## config.mk

```make
export PLATFORM = sky130hd
export DESIGN_NAME = key_expansion_flat
export DESIGN_NICKNAME = d
export VERILOG_FILES = /design/src/rtl/key_expansion_if.sv /design/src/rtl/key_expansion.sv /design/src/flat_wrapper.sv
export SDC_FILE = /design/constraint.sdc
export NUM_CORES = 2
export LEC_CHECK = 0
export BUFFER_PORTS_ARGS = -buffer_cell sky130_fd_sc_hd__buf_2
export CAP_MARGIN = 20
export CORE_ASPECT_RATIO = 0.8
export CORE_MARGIN = 1.5
export CORE_UTILIZATION = 55
export CTS_BUF_LIST = sky130_fd_sc_hd__clkbuf_16
export CTS_CLUSTER_SIZE = 8
export DETAILED_ROUTE_END_ITERATION = 7
export GPL_TIMING_DRIVEN = 0
export PLACE_DENSITY = 0.85
export SYNTH_ARGS = -nofsm -noshare
export SYNTH_HDL_FRONTEND = slang
export SYNTH_HIERARCHICAL = 1
export SYNTH_SLANG_ARGS = --single-unit
```

## constraint.sdc

```tcl
create_clock -name clk -period 15.4 [get_ports clk]
set_input_delay 1.54 -clock clk [delete_from_list [all_inputs] [get_ports clk]]
set_output_delay 1.54 -clock clk [all_outputs]
set_load 0.05 [all_outputs]
```

## src/rtl/key_expansion_if.sv

```systemverilog
// Handshake and data bundle between the AES flow controller (master) and the
// key schedule engine (slave).
interface key_expansion_if #(
    parameter int unsigned KEY_WIDTH  = 128,
    parameter int unsigned WORD_WIDTH = 32
);
    logic [KEY_WIDTH-1:0]  seed_key;
    logic                  seed_key_vld;
    logic                  rnd_key_gen;
    logic                  key_available;
    logic [KEY_WIDTH-1:0]  rnd_key_zero;
    logic [WORD_WIDTH-1:0] rnd_key_word;
    logic                  rnd_key_word_vld;
    logic [5:0]            rnd_key_idx;
    logic                  rnd_key_last;

    modport master (
        output seed_key, seed_key_vld, rnd_key_gen,
        input  key_available, rnd_key_zero, rnd_key_word, rnd_key_word_vld,
               rnd_key_idx, rnd_key_last
    );

    modport slave (
        input  seed_key, seed_key_vld, rnd_key_gen,
        output key_available, rnd_key_zero, rnd_key_word, rnd_key_word_vld,
               rnd_key_idx, rnd_key_last
    );
endinterface

```

## src/rtl/key_expansion.sv

```systemverilog
// AES-128 key schedule: loads a seed key and emits w4..w43 one word per
// rnd_key_gen cycle, rewinding to w4 after w43 so the schedule can be reused.

// Combinational AES S-box: GF(2^8) inverse followed by the affine transform.
module aes_sbox (
    input  logic [7:0] in_byte,
    output logic [7:0] out_byte
);
    function automatic logic [7:0] gf_mul(input logic [7:0] a, input logic [7:0] b);
        logic [7:0] p;
        logic [7:0] x;
        p = '0;
        x = a;
        for (int unsigned i = 0; i < 8; i++) begin
            if (b[i]) p = p ^ x;
            x = {x[6:0], 1'b0} ^ (x[7] ? 8'h1b : 8'h00);
        end
        return p;
    endfunction

    logic [7:0] inv;
    logic [7:0] sq;

    // x^254 = x^2 * x^4 * ... * x^128 gives the inverse (0 maps to 0).
    always_comb begin
        sq  = in_byte;
        inv = 8'h01;
        for (int unsigned i = 1; i < 8; i++) begin
            sq  = gf_mul(sq, sq);
            inv = gf_mul(inv, sq);
        end
        out_byte = inv ^ {inv[6:0], inv[7]} ^ {inv[5:0], inv[7:6]}
                 ^ {inv[4:0], inv[7:5]} ^ {inv[3:0], inv[7:4]} ^ 8'h63;
    end
endmodule

module key_expansion #(
    parameter int unsigned KEY_WIDTH  = 128,
    parameter int unsigned WORD_WIDTH = 32,
    parameter int unsigned LAST_WORD  = 43
) (
    input  logic            clk,
    input  logic            reset,
    key_expansion_if.slave  kx
);
    localparam int unsigned NWORDS = KEY_WIDTH / WORD_WIDTH;
    localparam int unsigned NBYTES = WORD_WIDTH / 8;

    typedef enum logic [1:0] {IDLE, READY, GEN} state_t;

    state_t                state_q, state_d;
    logic [KEY_WIDTH-1:0]  seed_q, seed_d;
    logic [WORD_WIDTH-1:0] win_q [NWORDS];
    logic [WORD_WIDTH-1:0] win_d [NWORDS];
    logic [5:0]            idx_q, idx_d;
    logic [7:0]            rcon_q, rcon_d;
    logic [WORD_WIDTH-1:0] word_q, word_d;
    logic                  vld_q, vld_d;
    logic [5:0]            oidx_q, oidx_d;
    logic                  last_q, last_d;
    logic                  avail_q, avail_d;

    logic [WORD_WIDTH-1:0] rot_w, sub_w, new_w;

    assign rot_w = {win_q[NWORDS-1][WORD_WIDTH-9:0], win_q[NWORDS-1][WORD_WIDTH-1:WORD_WIDTH-8]};

    for (genvar b = 0; b < NBYTES; b++) begin : g_sub
        aes_sbox u_sbox (
            .in_byte  (rot_w[8*b +: 8]),
            .out_byte (sub_w[8*b +: 8])
        );
    end

    always_comb begin
        if (idx_q[1:0] == 2'b00)
            new_w = win_q[0] ^ sub_w ^ {rcon_q, {(WORD_WIDTH-8){1'b0}}};
        else
            new_w = win_q[0] ^ win_q[NWORDS-1];
    end

    always_comb begin
        state_d = state_q;
        seed_d  = seed_q;
        win_d   = win_q;
        idx_d   = idx_q;
        rcon_d  = rcon_q;
        word_d  = word_q;
        vld_d   = 1'b0;
        oidx_d  = oidx_q;
        last_d  = 1'b0;

        if (kx.seed_key_vld) begin
            state_d = READY;
            seed_d  = kx.seed_key;
            for (int unsigned k = 0; k < NWORDS; k++)
                win_d[k] = kx.seed_key[KEY_WIDTH-1-k*WORD_WIDTH -: WORD_WIDTH];
            idx_d   = 6'd4;
            rcon_d  = 8'h01;
        end else if (kx.rnd_key_gen && state_q != IDLE) begin
            word_d = new_w;
            vld_d  = 1'b1;
            oidx_d = idx_q;
            if (idx_q == 6'(LAST_WORD)) begin
                // Rewind to the seed so the next block reuses the schedule.
                last_d  = 1'b1;
                state_d = READY;
                for (int unsigned k = 0; k < NWORDS; k++)
                    win_d[k] = seed_q[KEY_WIDTH-1-k*WORD_WIDTH -: WORD_WIDTH];
                idx_d   = 6'd4;
                rcon_d  = 8'h01;
            end else begin
                state_d = GEN;
                for (int unsigned k = 0; k < NWORDS-1; k++)
                    win_d[k] = win_q[k+1];
                win_d[NWORDS-1] = new_w;
                idx_d = idx_q + 6'd1;
                if (idx_q[1:0] == 2'b00)
                    rcon_d = {rcon_q[6:0], 1'b0} ^ (rcon_q[7] ? 8'h1b : 8'h00);
            end
        end

        avail_d = (state_d == READY);
    end

    always_ff @(posedge clk) begin
        if (reset) begin
            state_q <= IDLE;
            seed_q  <= '0;
            win_q   <= '{default: '0};
            idx_q   <= 6'd4;
            rcon_q  <= 8'h01;
            word_q  <= '0;
            vld_q   <= 1'b0;
            oidx_q  <= '0;
            last_q  <= 1'b0;
            avail_q <= 1'b0;
        end else begin
            state_q <= state_d;
            seed_q  <= seed_d;
            win_q   <= win_d;
            idx_q   <= idx_d;
            rcon_q  <= rcon_d;
            word_q  <= word_d;
            vld_q   <= vld_d;
            oidx_q  <= oidx_d;
            last_q  <= last_d;
            avail_q <= avail_d;
        end
    end

    assign kx.key_available    = avail_q;
    assign kx.rnd_key_zero     = seed_q;
    assign kx.rnd_key_word     = word_q;
    assign kx.rnd_key_word_vld = vld_q;
    assign kx.rnd_key_idx      = oidx_q;
    assign kx.rnd_key_last     = last_q;
endmodule
```

## src/flat_wrapper.sv

```systemverilog
// flat-port wrapper written by rule: the top's interface ports become plain ports
module key_expansion_flat 
#(
    parameter int unsigned KEY_WIDTH  = 128,
    parameter int unsigned WORD_WIDTH = 32,
    parameter int unsigned LAST_WORD  = 43
)
  (clk, reset, kx_seed_key, kx_seed_key_vld, kx_rnd_key_gen, kx_key_available, kx_rnd_key_zero, kx_rnd_key_word, kx_rnd_key_word_vld, kx_rnd_key_idx, kx_rnd_key_last);
  key_expansion_if #(.KEY_WIDTH(KEY_WIDTH), .WORD_WIDTH(WORD_WIDTH)) kx_i ();
  input  logic clk;
  input  logic reset;
  input wire logic [$bits(kx_i.seed_key)-1:0] kx_seed_key;
  input wire logic [$bits(kx_i.seed_key_vld)-1:0] kx_seed_key_vld;
  input wire logic [$bits(kx_i.rnd_key_gen)-1:0] kx_rnd_key_gen;
  output wire logic [$bits(kx_i.key_available)-1:0] kx_key_available;
  output wire logic [$bits(kx_i.rnd_key_zero)-1:0] kx_rnd_key_zero;
  output wire logic [$bits(kx_i.rnd_key_word)-1:0] kx_rnd_key_word;
  output wire logic [$bits(kx_i.rnd_key_word_vld)-1:0] kx_rnd_key_word_vld;
  output wire logic [$bits(kx_i.rnd_key_idx)-1:0] kx_rnd_key_idx;
  output wire logic [$bits(kx_i.rnd_key_last)-1:0] kx_rnd_key_last;
  assign kx_i.seed_key = kx_seed_key;
  assign kx_i.seed_key_vld = kx_seed_key_vld;
  assign kx_i.rnd_key_gen = kx_rnd_key_gen;
  assign kx_key_available = kx_i.key_available;
  assign kx_rnd_key_zero = kx_i.rnd_key_zero;
  assign kx_rnd_key_word = kx_i.rnd_key_word;
  assign kx_rnd_key_word_vld = kx_i.rnd_key_word_vld;
  assign kx_rnd_key_idx = kx_i.rnd_key_idx;
  assign kx_rnd_key_last = kx_i.rnd_key_last;
  key_expansion #(.KEY_WIDTH(KEY_WIDTH), .WORD_WIDTH(WORD_WIDTH), .LAST_WORD(LAST_WORD)) u_core (.clk(clk), .reset(reset), .kx(kx_i));
endmodule
```

After elaboration in Yosys (flattened, before gate mapping). Index checks and enable logic that the tools add are counted.

Output and inout bits: 169. Flip-flop bits (word level): 313. Latch bits: 0. Memories: 0. ROM bits: 0. Word-level logic and storage cells: 1632. Bits in writable memories: 0.

Bitwise logic cells: 782. Add/sub/neg operators: 1. Divide/modulo/power cells: 0. Reductions and logical operators: 9. Muxes and demuxes: 825. Multipliers: 0. Equal/unequal tests: 2. $lt $le $gt $ge: 0. Shift-type cells: 0.

Operator list (count): $mux 8 (422); $xor 8x8->8 (381); $xor 8x5->8 (364); $mux 5 (369); $mux 128 (3); $xor 32x32->32 (3); $mux 32 (1); $mux 6 (5); $mux 7 (4); $not 1->1 const A (28); $mux 4 (4); $not 4->4 (4); $mux 2 (7); $mux 3 (4); $add 6x1->6 const B (1); $eq 6x6->1 const B (1); $mux 1 (6); $reduce_bool 2->1 (3); $reduce_and 2->1 (2); $reduce_or 3->1 (1); $eq 2x1->1 const B (1); $logic_not 2->1 (1); $not 1->1 (2); $reduce_or 2->1 (1); $logic_and 1x1->1 (1).

Longest topological paths before layout.
Word-level depth: 138. Mapped depth: 63.

By module. Netlist, hierarchy kept.

Modules (own cells, without submodules): aes_sbox (cells an instance 1942, seq. area each 0.0 um^2, instances 4, area an instance 15220.8 um^2); key_expansion (cells an instance 1503, seq. area each 6266.0 um^2, instances 1, area an instance 13314.0 um^2).

Worst setup path after synthesis. OpenSTA, ideal clock, no wires.

Path kind: reg2reg. Start: register u_core.win_q, in the netlist u_core/rot_w[31]. End: register u_core.win_q, in the netlist u_core/rot_w[3]. Data required time: 15.314 ns. Path slack: 0.285 ns. Library setup time: 0.086 ns. Buffers on the path: 7. Cell stages (with the launch flop): 60. Data arrival time: 15.029 ns. Cell sequence: dfxtp_1 > buf_2 > buf_2 > nand2_1 > xor2_1 > inv_2 > buf_1 > clkbuf_1 > ha_1 > buf_1 > nand2_1 > xor2_1 > xnor2_1 > clkinv_1 > buf_1 > ha_1 > xnor2_1 > nand2_1 > [... 24 more ...] > a32oi_1 > nand3_1 > a311o_1 > o211ai_2 > o21ai_1 > xnor2_4 > xnor3_1 > xnor2_1 > mux2i_1 > a21oi_1 > xnor3_1 > xnor3_2 > xnor3_1 > xor3_1 > xnor2_1 > a211oi_1 > o31ai_1 > a211oi_1.

Longest elaborated chain between the ends: 134.

RTL lines: start: declaration (line key_expansion.sv:53) `logic [WORD_WIDTH-1:0] win_q [NWORDS];`; start signal: assignment (line key_expansion.sv:140) `win_q <= win_d;`; $mux 5 / $mux 8 (equally long branches) (line key_expansion.sv:16, key_expansion.sv:15); $xor 8x5->8 / $xor 8x8->8 (equally long branches) (line key_expansion.sv:16, key_expansion.sv:15); $xor 8x8->8 / $mux 8 (equally long branches) (line key_expansion.sv:15) `if (b[i]) p = p ^ x;`; $mux 8 / $xor 8x8->8 (equally long branches) (line key_expansion.sv:15); $xor 8x8->8 / $mux 8 (equally long branches) (line key_expansion.sv:15); $mux 8 / $xor 8x8->8 (equally long branches) (line key_expansion.sv:15); $xor 8x8->8 / $mux 8 (equally long branches) (line key_expansion.sv:15); $mux 8 / $xor 8x8->8 (equally long branches) (line key_expansion.sv:15); [... 118 more ...]; $xor 8x8->8 (line key_expansion.sv:33) `^ {inv[4:0], inv[7:5]} ^ {inv[3:0], inv[7:4]} ^ 8'h63;`; $xor 8x8->8 * (line key_expansion.sv:33); net u_core.sub_w[27] (line key_expansion.sv:63) `logic [WORD_WIDTH-1:0] rot_w, sub_w, new_w;`; $xor 32x32->32 * (2 in a row) (line key_expansion.sv:76) `new_w = win_q[0] ^ sub_w ^ {rcon_q, {(WORD_WIDTH-8){1'b0}}};`; $mux 32 * (line key_expansion.sv:75) `if (idx_q[1:0] == 2'b00)`; $mux 128 * (line key_expansion.sv:103) `if (idx_q == 6'(LAST_WORD)) begin`; $mux 128 * (line key_expansion.sv:99) `end else if (kx.rnd_key_gen && state_q != IDLE) begin`; $mux 128 * (line key_expansion.sv:92) `if (kx.seed_key_vld) begin`.

The timed path passes the listed nets; every way through them passes the cells marked *. The select of a mux whose other input is x is not followed. A chain may end at the register's enable or synchronous reset.

Worst setup path after layout.
Start: register u_core.win_q, in the netlist u_core/rot_w[14]. End: register u_core.word_q[15], in the netlist u_core/kx.rnd_key_word[15].

Longest elaborated chain between the ends: 130.

RTL lines: $xor 8x5->8 / $mux 8 (equally long branches) (line key_expansion.sv:16, key_expansion.sv:15); $xor 8x8->8 / $mux 5 (equally long branches) (line key_expansion.sv:15, key_expansion.sv:16); $mux 8 / $xor 8x5->8 (equally long branches) (line key_expansion.sv:15, key_expansion.sv:16); $xor 8x8->8 (line key_expansion.sv:15); $mux 8 (line key_expansion.sv:15); $xor 8x8->8 (line key_expansion.sv:15); $mux 8 (line key_expansion.sv:15); $xor 8x8->8 (line key_expansion.sv:15); [... 113 more ...]; $xor 8x8->8 (line key_expansion.sv:15); $mux 8 * (line key_expansion.sv:15); $xor 8x8->8 (2 in a row) (line key_expansion.sv:32) `out_byte = inv ^ {inv[6:0], inv[7]} ^ {inv[5:0], inv[7:6]}`; $xor 8x8->8 (line key_expansion.sv:33); $xor 8x8->8 * (line key_expansion.sv:33); net u_core.sub_w[15] (line key_expansion.sv:63); $xor 32x32->32 * (2 in a row) (line key_expansion.sv:76); $mux 32 * (line key_expansion.sv:75); end signal: assignment (line key_expansion.sv:143) `word_q <= word_d;`; end: declaration (line key_expansion.sv:57) `logic [WORD_WIDTH-1:0] word_q, word_d;`.

The timed path passes the listed nets; every way through them passes the cells marked *.

==> run metrics <==
Reg2Reg Launch Point u_core/rot_w[14]; H-tree lvl count 2; worst hold path class flip-flop to flip-flop; CTS tree done; Overflow after GRT 0; clock-pin slew on the worst setup and hold paths 50 ps; reg2reg end u_core/kx.rnd_key_word[15]; min-delay src u_core/kx.rnd_key_idx[4]; WHS 456 ps; cts hold-fix bufs 0; Worst R2R Setup Slack 30 ps; Primary FF master, synth dfxtp_1; die area 0.137 mm²; Die Ht 332 µm; count of input and output buffers 298; clock skew 25.8 ps; actual slew at the worst max-slew pin 1250 ps; Final setup violation count 0; drt total wl 289 mm; worst-path fanout max 10; maximum clock path buffer count 3; top post-synthesis cells by area xnor2_1 (17%), xnor3_1 (11%), dfxtp_1 (8.4%), nor2_1 (6.3%), nand2_1 (5.5%); area grow syn2layout 20.1%; CP Data Required Time 15920 ps; WHS Endpoint u_core/kx.rnd_key_idx[4]; Synth Register Bits 313; Final ANT Viol Nets 0; Period Utilization, post-route 99.8%; final hold viol count 0; count of pins over their slew limit 0; outcome completed; Crit Path Class flip-flop to flip-flop; Die W 414 µm; largest area contributor in the netlist xnor2_1; EDFF count, synth 0; Mapped Area 0.0742 mm²; Buf+Inv Stages, Crit Path 15; Syn Inst Count 9271; drt drc 0; CP delay by family, top XOR/XNOR gates; vias in the first global route 71300; clk_lat worst skew 600 ps; RePlAce Congestion 1.07; fin nets 10200; worst slack, placed -3650 ps; largest net degree at the start of global routing 20; Critical Path Sink Type flip-flop; initial core utilization 55.5%; synthesized net count 9433; dpl hpwl 209 mm; first-pass GRT wire length 422 mm; Core Region 0.134 mm²; Relative slew margins 16.7%; sequential-to-total area share from yosys stat 8.45%; DRT iter0 DRCs 11600; setup slack after layout 33.9 ps; max-capacitance violation count 0; Fmax 65.1 MHz; routed length per instance 24.4 µm; Yosys top cell area share 16.8%; Synth cell types 118; Post-synth ARST share 0%; fin util 66.6%; Root Buffer clkbuf_16; slowest stage delay, CP 550 ps; initial antenna violation count 21; Sink Count 313; YS warnings 6; I/O pin count 301; vias per std cell 6.62; worst path arrival time 15890 ps; syn avg cell area 8.00 µm²; share of cells above drive strength 1 23.5%; DRT Pass-1 Iters 7; GRT Util Overall 38.6%; row cnt 120; worst r2r path cells 64; Final min period 15370 ps; Final Instance Area 0.0891 mm²; clock buffer count from CTS 46; Placed Area 0.0780 mm²; startpoint types flip-flop; critical path's slowest cell xnor3_2; Vias 78500; worst hold path depth 2
## worst register-to-register path, delay by kind of cell, from the launching register on
kind            cells  cell delay, ps
flops               1             410
compound gates     16            4270
buf+inv            15            2710
simple gates       11            1940
fa+ha+maj           2             610
mux                 2             280
xor+xnor           18            5020
## synth_stat cells, drive strengths merged (80+ instances only)
library cell,instances
mux2i,392
nor2,1268
o221ai,140
nand3,186
dfxtp,313
xor2,424
nor3,236
nand2,1094
a31oi,174
xnor2,1647
buf,348
a21oi,393
nor2b,80
nand2b,105
o21ai,310
xnor3,400
clkbuf,322
inv,88
o22ai,116
## layer usage
| layer | GRT usage [%] | up-vias | wire, µm | share of wire, % |
|---|---|---|---|---|
| met5 | 0 | - | 57 | 0.020 |
| met4 | 16.8 | 8 | 15900 | 5.5 |
| met3 | 10.0 | 1120 | 40400 | 14 |
| met2 | 56.5 | 6208 | 123000 | 43 |
| met1 | 53.1 | 37100 | 110000 | 38 |
| li1 | - | 34000 | - | - |
## cells by family after synthesis
logic type	synth area share, %
XOR/XNOR	42.4
adder cells (fa/ha/maj)	0.560
buffers and inverters	4.93
flip-flops	8.45
AO/OA/AOI/OAI	17.3
multiplexers	6.21
AND/OR/NAND/NOR	20.2
## final cells by class
cell class	instances	area (µm²)
Multi-Input combinational cell	8193	70100
Fill cell	10300	44600
Sequential cell	313	6300
Timing Repair Buffer	739	5070
Buffer	663	3670
Tap cell	1769	2210
Clock buffer	46	1150
Inverter	97	394
Clock inverter	11	141
Antenna cell	15	37.5
## cell usage in the layout, fill, tap and decap left out, types with 221 or more instances in the layout
master and instances:
nand2_1 1078, mux2i_1 378, xnor2_1 1215, nor2_1 1237
xor2_1 271, xnor3_1 284, dfxtp_1 300, buf_2 446
clkbuf_1 231, o21ai_0 221, buf_4 505, a21oi_1 373
xnor2_2 291
## sequential cells by signal, summed over array words and instances, names as in the netlist, 2 cells and up
| register | cells |
|---|---|
| u_core/rcon_q | 8 |
| u_core/state_q | 2 |
| u_core/rot_w | 32 |
| u_core/kx.rnd_key_word | 32 |
| u_core/kx.rnd_key_idx | 6 |
| u_core/kx.rnd_key_zero | 128 |
| u_core/idx_q | 6 |
| u_core/win_q | 96 |
## metrics by stage
step	instances	setup TNS (ps)
3_3_place_gp	11300	-183510
5_1_grt	11800	-7240
3_5_place_dp	11300	-204910
4_1_cts	11600	0
2_1_floorplan	9271	0
6_report	11800	0
## how the worst max path moves through the flow
stage,start,to,slack (ps),depth (start not counted)
after CTS,u_core/rot_w[15],u_core/kx.rnd_key_word[11],0.5,63
final,u_core/rot_w[14],u_core/kx.rnd_key_word[15],30,64
after global placement,u_core/rot_w[31],u_core/rot_w[0],-3430,58
after detailed placement,u_core/rot_w[7],u_core/kx.rnd_key_word[7],-3650,61
after floorplan,u_core/rot_w[31],u_core/rot_w[3],290,59
after global routing,u_core/rot_w[22],u_core/kx.rnd_key_word[17],-380,61
## repair_timing
item	4_1_cts	5_1_grt
gates resized for setup	526	623
setup buffers	162	264
cloned	1	3
pin swaps	137	227
setup endpoints to repair	64	64
Power is not shown: default switching activity piles up to over one toggle a cycle in this logic, so the estimate is an artifact.
